<file path="src/rtl/dice_roller.sv">
// rtl/dice_roller.sv - button-driven animated dice roll sequencer for the LED dice decoder
//
// Ports:
//   clk      in   system clock, rising-edge
//   reset    in   synchronous active-high reset
//   roll     in   debounced push-button level
//   s        out  3-bit face code to the decoder (0 = blank)
//   rolling  out  high while a roll is in progress
//   done     out  one-cycle pulse when a roll completes

module dice_roller #(
  parameter int MAX_FACE  = 6,
  parameter int NUM_STEPS = 8,
  parameter int TICK_DIV  = 2_500_000,
  parameter int TICK_INC  = 500_000
) (
  input  logic       clk,
  input  logic       reset,
  input  logic       roll,
  output logic [2:0] s,
  output logic       rolling,
  output logic       done
);

  localparam int MAX_PERIOD = TICK_DIV + (NUM_STEPS + MAX_FACE) * TICK_INC;
  localparam int TW = $clog2(MAX_PERIOD + 1);
  localparam int SW = $clog2(NUM_STEPS + MAX_FACE + 1);
  localparam int DW = $clog2(MAX_FACE + 1);

  typedef enum logic {
    ST_IDLE = 1'b0,
    ST_ROLL = 1'b1
  } state_t;

  state_t        r_state;
  logic [DW-1:0] r_seed;
  logic          r_roll_q;
  logic [2:0]    r_s;
  logic          r_done;
  logic [TW-1:0] r_tick;
  // Current step period; starts at TICK_DIV and grows by TICK_INC per advance,
  // which is TICK_DIV + k*TICK_INC without needing a multiplier.
  logic [TW-1:0] r_period;
  logic [SW-1:0] r_left;

  state_t        w_state_n;
  logic [DW-1:0] w_seed_n;
  logic [2:0]    w_s_n;
  logic          w_done_n;
  logic [TW-1:0] w_tick_n;
  logic [TW-1:0] w_period_n;
  logic [SW-1:0] w_left_n;
  logic          w_start;
  logic          w_last_tick;
  logic [2:0]    w_face_next;

  assign w_start     = roll & ~r_roll_q & (r_state == ST_IDLE);
  assign w_last_tick = (r_tick == r_period - TW'(1));
  assign w_face_next = (r_s == 3'(MAX_FACE)) ? 3'd1 : r_s + 3'd1;
  assign w_seed_n    = (r_seed == DW'(MAX_FACE - 1)) ? '0 : r_seed + DW'(1);

  always_comb begin
    w_state_n  = r_state;
    w_s_n      = r_s;
    w_done_n   = 1'b0;
    w_tick_n   = r_tick;
    w_period_n = r_period;
    w_left_n   = r_left;
    case (r_state)
      ST_IDLE: begin
        if (w_start) begin
          w_left_n   = SW'(NUM_STEPS) + SW'(r_seed);
          w_tick_n   = '0;
          w_period_n = TW'(TICK_DIV);
          if (r_s == 3'd0) w_s_n = 3'd1;
          w_state_n  = ST_ROLL;
        end
      end
      ST_ROLL: begin
        if (w_last_tick) begin
          w_s_n      = w_face_next;
          w_tick_n   = '0;
          w_period_n = r_period + TW'(TICK_INC);
          w_left_n   = r_left - SW'(1);
          if (r_left == SW'(1)) begin
            w_state_n = ST_IDLE;
            w_done_n  = 1'b1;
          end
        end else begin
          w_tick_n = r_tick + TW'(1);
        end
      end
      default: w_state_n = ST_IDLE;
    endcase
  end

  always_ff @(posedge clk) begin
    if (reset) begin
      r_state  <= ST_IDLE;
      r_seed   <= '0;
      r_roll_q <= 1'b1;   // a button held through reset must not look like a press
      r_s      <= 3'd0;
      r_done   <= 1'b0;
      r_tick   <= '0;
      r_period <= TW'(TICK_DIV);
      r_left   <= '0;
    end else begin
      r_state  <= w_state_n;
      r_seed   <= w_seed_n;
      r_roll_q <= roll;
      r_s      <= w_s_n;
      r_done   <= w_done_n;
      r_tick   <= w_tick_n;
      r_period <= w_period_n;
      r_left   <= w_left_n;
    end
  end

  assign s       = r_s;
  assign done    = r_done;
  assign rolling = (r_state == ST_ROLL);

endmodule

</file>
<file path="config.mk">
export PLATFORM = sky130hd
export DESIGN_NAME = dice_roller
export DESIGN_NICKNAME = d
export VERILOG_FILES = /design/src/rtl/dice_roller.sv
export SDC_FILE = /design/constraint.sdc
export NUM_CORES = 1
export LEC_CHECK = 0
export ABC_CLOCK_PERIOD_IN_PS = 4700
export CAP_MARGIN = 20
export CORE_ASPECT_RATIO = 1.5
export CORE_MARGIN = 4
export CORE_UTILIZATION = 30
export DETAILED_ROUTE_END_ITERATION = 12
export PLACE_DENSITY = 0.42
export SYNTH_ARGS = -nofsm -noshare
export SYNTH_HDL_FRONTEND = slang
export SYNTH_SLANG_ARGS = --single-unit
</file>
<file path="constraint.sdc">
create_clock -name clk -period 4.7 [get_ports clk]
set_clock_uncertainty 0.15 [all_clocks]
set_input_delay 0.94 -clock clk [delete_from_list [all_inputs] [get_ports clk]]
set_output_delay 0.94 -clock clk [all_outputs]
set_load 0.005 [all_outputs]
</file>
* Word level (Yosys, flattened, before mapping)
Index checks and enable logic that the tools add are counted. Widths: inputs -> output; s select.
Storage, ports and cells: bits in registers 61, bits of input ports 3, output and inout bits 5
Operators by class: add/subtract/negate cells 7, eq/ne operators 7, multiplexer cells 19, bitwise gates (word level) 5, reduce and logical (&&, ||, !) cells 5
Operators by type and width (count):
- $mux 24 | 4
- $pmux 24 s2 | 2
- $add 24x1->24 const B | 1
- $add 24x19->24 const B | 1
- $eq 24x24->1 | 1
- $sub 24x1->24 const B | 1
- $mux 3 | 4
- $mux 4 | 2
- $pmux 4 s2 | 1
- $add 3x1->3 const B | 2
- $eq 3x3->1 const B | 2
- $pmux 3 s2 | 1
- $add 4x3->4 const A | 1
- $eq 4x1->1 const B | 1
- $mux 1 | 4
- $ne 2x1->1 const B | 2
- $sub 4x1->4 const B | 1
- $logic_not 3->1 | 1
- $not 1->1 | 3
- $reduce_and 3->1 | 1
- $reduce_or 3->1 | 1
- $and 1x1->1 | 2
- $ne 2x2->1 const B | 1
- $pmux 1 s2 | 1
- 2 further kinds | 2

* Longest topological paths before layout
Gate-level depths: netlist (run 1).
word-level depth 5, depth in mapped cells 14

* Worst setup path after synthesis (run 1)
Ideal clock, no wire load.
kind reg-to-reg, start point register r_period[5], end point register r_period[16], setup time 0.072 ns, data arrival time 3.189 ns, data required time 4.478 ns, slack 1.289 ns, cell stages (with the launch flop) 12, path through dfxtp_1 > clkbuf_1 > inv_1 > ha_1 > nor4b_1 > or4_1 > a2111oi_0 > o22ai_1 > or3b_1 > buf_2 > or4_1 > a21oi_1
Between the ends: cells in the longest elaborated chain, start to end 4, elaborated cells between the ends (all ways) 7
Ends and longest elaborated chain:
- start: declaration | line 43 | logic [TW-1:0] r_period;
- start signal: assignment | line 105 | r_period <= TW'(TICK_DIV);
- start signal: assignment | line 114 | r_period <= w_period_n;
- $sub 24x1->24 | line 58 | assign w_last_tick = (r_tick == r_period - TW'(1));
- $eq 24x24->1 | line 58
- $ne 2x1->1 (no source line)
- $reduce_and 2->1 (no source line)
Parallel ways exist; a longest one is shown, timed or not. The select of a mux whose other input is x is not followed. A chain may end at the register's enable or synchronous reset.

* Final worst setup path (run 1)
start point register r_period[5], end point register r_left[3]
Between the ends: cells in the longest elaborated chain, start to end 4
Ends and longest elaborated chain:
- $sub 24x1->24 | line 58
- $eq 24x24->1 | line 58
- $ne 2x1->1 (no source line)
- $reduce_and 2->1 (no source line)
- end signal: assignment | line 115 | r_left <= w_left_n;
- end: declaration | line 44 | logic [SW-1:0] r_left;
Every way passes these cells.

==> impl_metrics.json, run 1 <==
{
  "status": "completed",
  "worstSkewPairLatency_ps": 300,
  "global_route.usage.met2_pct": 26.39,
  "half_perimeter_wire_length_after_detailed_placement_um": 6733,
  "critical_path.top_delay_family": "simple AND/OR/NAND/NOR gates",
  "ios": 8,
  "mean_instance_size_in_the_synthesized_netlist_um2": 7.853,
  "startpoint_to_endpoint_class_of_the_critical_path": "reg2reg",
  "slew_at_the_pin_closest_to_its_max_slew_limit_ps": 923.2,
  "hold_viol_final": 0,
  "gp_congestion": 0.8725,
  "synth-adder-area-share_pct": 2.957,
  "drv_slew": 0,
  "synth_ff_type": "dfxtp_1",
  "worstHoldPathType": "reg2reg",
  "crit_path_max_fanout": 31,
  "finalSetupViolations": 0,
  "cp_data_arrival_time_ps": 4150,
  "cts.repair.resized": 0,
  "design_area_um2": 3716,
  "global_route.usage.met1_pct": 17.95,
  "tritoncts_clock_tree": "yes",
  "overflow": 0,
  "met3_usage_pct": 2.120,
  "worst_path_buffer_plus_inverter_count": 2,
  "area_growth_pct": 9.797,
  "cts_sinks": 56,
  "cellLeakagePower_nw": 1.257,
  "crit_path_start_kind": "register",
  "layout.cells.most_common": "dfxtp_1",
  "cts_post_setup_buffers_inserted": 0,
  "global_route.peak_usage_layer": "met2",
  "totalNegativeSetupSlack_ps": 0,
  "grt_pass1_wl_um": 15420,
  "path_common_cell": "or4_1",
  "yosys_warnings": 0,
  "cts_inserted_buffers": 5,
  "num_rows": 47,
  "htree_num_levels": 2,
  "synth_compound_gate_area_share_pct": 14.90,
  "layout_common_cells": "dfxtp_1 (56), nor2_1 (54), nand2_1 (29), xor2_1 (28), nand3_1 (20)",
  "number_of_port_buffers": 7,
  "post_drt_via_cell_ratio": 5.315,
  "cp.required_ps": 4780,
  "synth_simple_gate_area_share_pct": 30.72,
  "synthesis.area_um2": 3384,
  "synth_nets": 442,
  "proportion_of_layout_cells_with_a_drive_suffix_above_1_pct": 5.660,
  "slowest_cell_on_the_critical_path": "or3b_1",
  "wl_per_cell_um": 15.90,
  "critical_path.endpoint_type": "register",
  "postSynthCellCount": 431,
  "antenna_cells": 0,
  "grt_use_total_pct": 14.83,
  "combinational_family_with_the_most_area_after_synthesis": "simple AND/OR/NAND/NOR gates",
  "vias_in_the_first_global_route": 2890,
  "register_clock_pin_slew_on_the_reported_worst_setup_and_hold_paths_ps": 80,
  "synth_cell_types": 58,
  "initial_utilization_pct": 30.61,
  "layout.area.seq_um2": 1121,
  "number_of_flip_flops_and_latches_in_the_synthesized_netlist": 56,
  "final_nets": 434,
  "number_of_fill_cells_in_the_layout": 1242,
  "post-route-period-util_pct": 86.67,
  "num_vias": 3035,
  "cts_hold_buf": 0,
  "drt-total-wl_um": 9080,
  "die_width_um": 94.73,
  "timing.max_slew.rel_slack_pct": 38.45,
  "placedInstanceArea_um2": 3563,
  "area_enclosed_by_the_die_boundary_um2": 13080,
  "detailedRoute.firstIterationViolations": 175,
  "power_density_nw_per_um2": 249.8,
  "grt_antenna_before_repair": 0,
  "unrepaired_setup_endpoints_after_global_routing": "no",
  "drc": 0,
  "post_synth_mux_area_share_pct": 0.5915,
  "grt_max_degree": 32,
  "synth_enable_flop_cells": 0,
  "multi_input_area_um2": 2076,
  "fp.coreArea_um2": 11060,
  "ctsRootBufferMaster": "clkbuf_16",
  "max_freq_ghz": 0.2455,
  "synth_xor_area_share_pct": 12.16,
  "post-route-min-period_ps": 4073,
  "synth.yosys.seq_area_share_pct": 33.12,
  "die_height_um": 138.1,
  "share_of_flip_flops_with_an_asynchronous_set_or_reset_after_synthesis_pct": 0,
  "final_antenna_net_count": 0,
  "clock_tree.buffer_depth": 2,
  "detail_route.first_pass.iterations": 4,
  "crit_path_max_incr_delay_ps": 770,
  "vdd_drop_max_mv": 0.1635,
  "timing.critical_path.cells": "inv_1 -> ha_1 -> nor4b_1 -> buf_4 -> or4_1 -> a2111oi_0 -> o22ai_1 -> or3b_1 -> or4_1 -> a31oi_1",
  "maxCapViolations": 0
}
-- synth_stat cells (2+ instances only) --
| library cell | count | area, µm² |
|---|---|---|
| and4_1 | 4 | 35.03 |
| clkbuf_1 | 20 | 75.07 |
| nand4_1 | 17 | 106.4 |
| a31o_2 | 3 | 26.28 |
| nor3b_1 | 3 | 22.52 |
| inv_1 | 16 | 60.06 |
| xnor2_1 | 19 | 166.4 |
| or3_1 | 9 | 56.30 |
| nand3_1 | 20 | 100.1 |
| and2_1 | 3 | 18.77 |
| nand2_1 | 29 | 108.9 |
| nand2b_1 | 2 | 12.51 |
| ha_1 | 8 | 100.1 |
| nor4_1 | 10 | 62.56 |
| o21ai_0 | 16 | 80.08 |
| nand3b_1 | 6 | 45.04 |
| buf_2 | 6 | 30.03 |
| or2_2 | 2 | 12.51 |
| dfxtp_1 | 56 | 1121 |
| nor3_1 | 11 | 55.05 |
| and3_1 | 7 | 43.79 |
| a2111oi_0 | 2 | 17.52 |
| o21a_1 | 2 | 15.01 |
| a32o_1 | 2 | 20.02 |
| o31ai_1 | 5 | 37.54 |
| mux2i_1 | 2 | 20.02 |
| a31oi_1 | 5 | 31.28 |
| or4_1 | 7 | 52.55 |
| xor2_1 | 28 | 245.2 |
| a21oi_1 | 19 | 95.09 |
| o41ai_1 | 2 | 17.52 |
| o211ai_1 | 4 | 30.03 |
| nor2_1 | 54 | 202.7 |
| a211oi_1 | 4 | 30.03 |
| nor2b_1 | 5 | 31.28 |
-- registers in the layout, indices dropped and copies added (netlist names) --
signal    flops
r_tick       24
r_roll_q      1
done          1
r_left        4
r_period     19
s             3
rolling       1
r_seed        3
-- metrics by stage --
stage          setup slack (ps)  utilization, %  hold slack, ps  instances  total power [mW]
3_5_place_dp              629.4           32.23           317.3        563            0.5335
3_3_place_gp              719.6           32.23           313.4        563            0.5334
6_report                  626.6           33.61           327.1        571            0.9284
5_1_grt                   290.9           33.61           345.8        571            0.9625
4_1_cts                   610.9           33.61           328.1        571            0.9400
2_1_floorplan              1289               -           283.4        431            0.5173
-- power by group --
group / internal [mW] / switching, mW
combinational: 0.0133 / 0.0239
sequential: 0.479 / 0.00527
clock: 0.214 / 0.192
total: 0.707 / 0.222
-- worst register-to-register path, cell delays in order (launching register included) --
cell       delay [ps]
dfxtp_1           500
inv_1              80
ha_1              280
nor4b_1           170
buf_4             200
or4_1             480
a2111oi_0         420
o22ai_1           170
or3b_1            770
or4_1             610
a31oi_1           170
-- final timing paths --
check | cells after the start | to | slack [ps] | start
setup / recovery | 10 | r_left[3] | 630 | r_period[5]
hold / removal | 2 | r_left[1] | 330 | r_left[1]
setup reg to reg | 10 | r_left[3] | 630 | r_period[5]
hold reg to reg | 2 | r_left[1] | 330 | r_left[1]
-- area by class of cell --
class	instances	area share, %
inverter	16	1.616
multi-input combinational	330	55.86
clock inverter	2	0.3704
timing repair buffer	14	3.300
tap	147	4.949
sequential	56	30.17
clock buffer	6	3.737
-- per-layer routing --
metal	up-vias	part of all wire, %
li1	1519	-
met1	1468	43
met2	40	53
met3	8	2.4
met4	0	1.8
met5	-	0
-- cell families (layout without fill, tap and decap cells) --
| kind of cell | after synthesis | after routing |
|---|---|---|
| flops | 56 | 56 |
| xor+xnor | 47 | 47 |
| compound gates | 76 | 76 |
| fa+ha+maj | 8 | 8 |
| buf+inv | 45 | 38 |
| simple gates | 197 | 197 |
| mux | 2 | 2 |
(Power assumes the default switching activity.)
==> inputs of run 2 (changes only) <==
--- a/config.mk
+++ b/config.mk
@@ -8,7 +8,7 @@
 export ABC_CLOCK_PERIOD_IN_PS = 4700
 export CAP_MARGIN = 20
 export CORE_ASPECT_RATIO = 1.5
-export CORE_MARGIN = 4
+export CORE_MARGIN = 10
 export CORE_UTILIZATION = 30
 export DETAILED_ROUTE_END_ITERATION = 12
 export PLACE_DENSITY = 0.42
==> impl_metrics.json, run 2 (same netlist as run 1, synthesis figures left out) <==
{
  "status": "completed",
  "largest_registers": "r_tick x24, r_period x19, r_left x4",
  "num_vias": 2945,
  "cp_data_arrival_time_ps": 4160,
  "half_perimeter_wire_length_after_detailed_placement_um": 6760,
  "timing.critical_path.cells": "inv_1 -> ha_1 -> nor4b_1 -> buf_4 -> or4_1 -> a2111oi_0 -> o22ai_1 -> or3b_1 -> or4_1 -> a31oi_1",
  "stdcell_count": 571,
  "layout.cells.most_common": "dfxtp_1",
  "cp.required_ps": 4790,
  "proportion_of_layout_cells_with_a_drive_suffix_above_1_pct": 5.660,
  "layout_common_cells": "dfxtp_1 (56), nor2_1 (54), nand2_1 (29), xor2_1 (28), nand3_1 (20)",
  "htree_num_levels": 2,
  "grt_pass1_wl_um": 15210,
  "crit_path_max_incr_delay_ps": 770,
  "register_with_the_highest_flop_count": "r_tick",
  "post_drt_via_cell_ratio": 5.158,
  "finalSetupViolations": 0,
  "critical_path.endpoint_type": "register",
  "antenna_cells": 0,
  "drc": 0,
  "number_of_port_buffers": 7,
  "largest_register_ffs": 24,
  "vias_in_the_first_global_route": 2929,
  "hold_viol_final": 0,
  "drv_slew": 0,
  "worst_path_buffer_plus_inverter_count": 2,
  "die_height_um": 150.1,
  "fp.coreArea_um2": 11060,
  "vdd_drop_max_mv": 0.1237,
  "cts_sinks": 56,
  "grt_antenna_before_repair": 0,
  "worstHoldPathType": "reg2reg",
  "max_freq_ghz": 0.2454,
  "overflow": 0,
  "cts_hold_buf": 0,
  "grt_use_total_pct": 11.76,
  "crit_path_max_fanout": 31,
  "area_enclosed_by_the_die_boundary_um2": 16020,
  "final_antenna_net_count": 0,
  "register_clock_pin_slew_on_the_reported_worst_setup_and_hold_paths_ps": 80,
  "worstSkewPairLatency_ps": 300,
  "final_nets": 434,
  "cts.repair.resized": 0,
  "unrepaired_setup_endpoints_after_global_routing": "no",
  "cellLeakagePower_nw": 1.253,
  "ios": 8,
  "critical_path.top_delay_family": "simple AND/OR/NAND/NOR gates",
  "num_rows": 47,
  "detailedRoute.firstIterationViolations": 122,
  "power_density_nw_per_um2": 243.1,
  "slowest_cell_on_the_critical_path": "or3b_1",
  "die_width_um": 106.7,
  "totalNegativeSetupSlack_ps": 0,
  "post-route-min-period_ps": 4074,
  "crit_path_start_kind": "register",
  "drt-total-wl_um": 9106,
  "timing.max_slew.rel_slack_pct": 38.42,
  "ctsRootBufferMaster": "clkbuf_16",
  "area_growth_pct": 9.538,
  "placed_cells": 563,
  "slew_at_the_pin_closest_to_its_max_slew_limit_ps": 923.7,
  "maxCapViolations": 0,
  "cts_inserted_buffers": 5,
  "post-route-period-util_pct": 86.69,
  "tritoncts_clock_tree": "yes",
  "cts_post_setup_buffers_inserted": 0,
  "path_common_cell": "or4_1",
  "startpoint_to_endpoint_class_of_the_critical_path": "reg2reg",
  "wl_per_cell_um": 15.95,
  "grt_max_degree": 32,
  "clock_tree.buffer_depth": 2,
  "gp_congestion": 0.8813,
  "detail_route.first_pass.iterations": 4,
  "initial_utilization_pct": 30.61
}
run 2: changes by cell type in the layout (fill, tap and decap cells not counted):
cell,before,now
clkbuf_8,1,0
clkinv_2,1,2
clkinv_4,0,1
inv_6,1,0
run 2: final cells by class:
cell class,instances,area [µm²]
Clock buffer,5,125.1
Timing Repair Buffer,14,122.6
Inverter,16,60.06
Tap cell,147,183.9
Sequential cell,56,1121
Clock inverter,3,18.77
Multi-Input combinational cell,330,2076
Fill cell,1242,7348
run 2: worst paths after layout:
check,from,to,slack [ps],cells after the start
worst max-delay path,r_period[5],r_left[3],630,10
worst min-delay path,r_left[1],r_left[1],330,2
worst max register to register,r_period[5],r_left[3],630,10
worst min register to register,r_left[1],r_left[1],330,2
run 2: report_power, final:
| group | switching (mW) | total, mW | internal [mW] | leakage [nW] |
|---|---|---|---|---|
| logic | 0.0235 | 0.0367 | 0.0132 | 0.727 |
| clock network | 0.183 | 0.380 | 0.197 | 0.0736 |
| registers | 0.00533 | 0.485 | 0.479 | 0.453 |
| total | 0.212 | 0.901 | 0.690 | 1.25 |
run 2: worst register-to-register path, delay by kind of cell, from the launching register on:
| kind | cells | cell delay [ps] |
|---|---|---|
| fa+ha+maj | 1 | 290 |
| simple gates | 4 | 2060 |
| flops | 1 | 490 |
| compound gates | 3 | 760 |
| buf+inv | 2 | 270 |
run 2: through the flow:
step	cell area (µm²)	setup WS [ps]	hold slack, ps	total power [mW]	utilization (%)
3_5_place_dp	3563	656.4	317.5	0.5335	32.23
3_3_place_gp	3563	711.1	314.1	0.5331	32.23
2_1_floorplan	3385	1289	283.4	0.5173	-
6_report	3707	625.8	327.5	0.9014	33.53
5_1_grt	3707	339.4	367.3	0.9451	33.53
4_1_cts	3707	645.2	330.2	0.9207	33.53
run 2: layer usage:
| layer | track usage (%) | part of all wire (%) |
|---|---|---|
| met4 | 5.435 | 2.6 |
| met5 | 0 | 0 |
| met2 | 21.30 | 51 |
| met3 | 1.851 | 2.0 |
| met1 | 13.04 | 44 |
==> inputs of run 3 (changes only) <==
--- a/config.mk
+++ b/config.mk
@@ -10,6 +10,7 @@
 export CORE_ASPECT_RATIO = 1.5
 export CORE_MARGIN = 10
 export CORE_UTILIZATION = 30
+export CTS_BUF_LIST = sky130_fd_sc_hd__clkbuf_4 sky130_fd_sc_hd__clkbuf_8
 export DETAILED_ROUTE_END_ITERATION = 12
 export PLACE_DENSITY = 0.42
 export SYNTH_ARGS = -nofsm -noshare
==> impl_metrics.json, run 3 (same netlist as run 1, synthesis figures left out) <==
{
  "cp_data_arrival_time_ps": 4200,
  "postLayoutSetupSlackWorst_ps": 622.7,
  "layout_common_cells": "dfxtp_1 (56), nor2_1 (54), nand2_1 (29), xor2_1 (28), nand3_1 (20)",
  "ctsRootBufferMaster": "clkbuf_8",
  "drc": 0,
  "hold_viol_final": 0,
  "vdd_drop_max_mv": 0.1238,
  "maxCapViolations": 0,
  "detailedRoute.firstIterationViolations": 126,
  "gp_congestion": 0.8813,
  "htree_num_levels": 2,
  "num_vias": 2977,
  "grt_max_degree": 32,
  "unrepaired_setup_endpoints_after_global_routing": "no",
  "fp.coreArea_um2": 11060,
  "clock_tree.buffer_depth": 2,
  "drv_slew": 0,
  "end_of_the_worst_register_to_register_path": "r_left[3]",
  "largest_registers": "r_tick x24, r_period x19, r_left x4",
  "layout.cells.most_common": "dfxtp_1",
  "tritoncts_clock_tree": "yes",
  "design_area_um2": 3651,
  "post-route-min-period_ps": 4077,
  "number_of_fill_cells_in_the_layout": 1247,
  "drt-total-wl_um": 9078,
  "cts.repair.resized": 0,
  "overflow": 0,
  "half_perimeter_wire_length_after_detailed_placement_um": 6760,
  "placedInstanceArea_um2": 3563,
  "hold-path-cell-count": 2,
  "post_drt_via_cell_ratio": 5.214,
  "cts_sinks": 56,
  "totalNegativeSetupSlack_ps": 0,
  "worst-r2r-setup-slack_ps": 620,
  "worstReg2RegStart": "r_period[5]",
  "area_growth_pct": 7.874,
  "area_enclosed_by_the_die_boundary_um2": 16020,
  "initial_utilization_pct": 30.61,
  "finalSetupViolations": 0,
  "hold_path_end": "r_left[1]",
  "grt_use_total_pct": 11.75,
  "max_freq_ghz": 0.2453,
  "timing.max_slew.rel_slack_pct": 37.93,
  "slew_at_the_pin_closest_to_its_max_slew_limit_ps": 931.1,
  "worstSkewPairLatency_ps": 330,
  "grt_antenna_before_repair": 0,
  "startpoint_to_endpoint_class_of_the_critical_path": "reg2reg",
  "placement_stage_worst_setup_slack_ps": 656.4,
  "power_density_nw_per_um2": 218.9,
  "critical_path.endpoint_type": "register",
  "vias_in_the_first_global_route": 2911,
  "cts_hold_buf": 0,
  "ios": 8,
  "crit_path_start_kind": "register",
  "cts_inserted_buffers": 5,
  "register_clock_pin_slew_on_the_reported_worst_setup_and_hold_paths_ps": 110,
  "die_height_um": 150.1,
  "grt_pass1_wl_um": 15170,
  "cellLeakagePower_nw": 1.228,
  "post-route-period-util_pct": 86.75,
  "antenna_cells": 0,
  "crit_path_max_fanout": 31,
  "die_width_um": 106.7,
  "worstHoldPathType": "reg2reg",
  "r2r_cells": 10,
  "detail_route.first_pass.iterations": 4,
  "final_antenna_net_count": 0,
  "num_rows": 47,
  "final_nets": 434,
  "number_of_port_buffers": 7,
  "status": "completed",
  "proportion_of_layout_cells_with_a_drive_suffix_above_1_pct": 5.660,
  "cp.required_ps": 4820,
  "cts_post_setup_buffers_inserted": 0,
  "min_from": "r_left[1]",
  "largest_register_ffs": 24,
  "register_with_the_highest_flop_count": "r_tick",
  "wl_per_cell_um": 15.90
}
## run 3: per-stage QoR
stage               power, mW  instances  hold WS (ps)  utilization [%]
floorplan              0.5173        431         283.4                -
detailed placement     0.5335        563         317.5            32.23
finish                 0.7992        571         333.5            33.02
global route           0.8402        571         372.6            33.02
CTS                    0.8152        571         335.3            33.02
global placement       0.5331        563         314.1            32.23
## run 3: metal layers
layer  routed length [µm]  up-vias  track usage [%]
met5                    0        -                0
met4                  184        0            4.552
met3                  239       10            1.808
met2                 4735       37            21.82
met1                 3919     1413            12.94
li1                     -     1517                -
## run 3: how the worst max path moves through the flow
stage	from	endpoint	slack, ps
after detailed placement	r_period[5]	r_left[3]	660
final	r_period[5]	r_left[3]	620
after floorplan	r_period[5]	r_period[16]	1290
after global routing	r_period[5]	r_period[12]	330
after CTS	r_period[5]	r_left[3]	640
after global placement	r_period[5]	r_period[10]	710
## run 3: layout make-up
type,count,area (µm²),area share (%)
Tap cell,147,183.9,5.038
Inverter,16,60.06,1.645
Sequential cell,56,1121,30.71
Timing Repair Buffer,14,122.6,3.358
Multi-Input combinational cell,330,2076,56.85
Clock buffer,5,68.82,1.885
Clock inverter,3,18.77,0.5141
## run 3: worst max-delay path: stages (launching register included)
cell and delay, ps:
dfxtp_1 500, inv_1 80, ha_1 290, nor4b_1 180, buf_4 190, or4_1 490
a2111oi_0 430, o22ai_1 170, or3b_1 770, or4_1 620, a31oi_1 160
## run 3: power by group
| part | leakage, nW | switching (mW) | internal [mW] | total, mW |
|---|---|---|---|---|
| clock | 0.0479 | 0.173 | 0.105 | 0.277 |
| combinational | 0.727 | 0.0236 | 0.0132 | 0.0368 |
| sequential | 0.453 | 0.00534 | 0.480 | 0.485 |
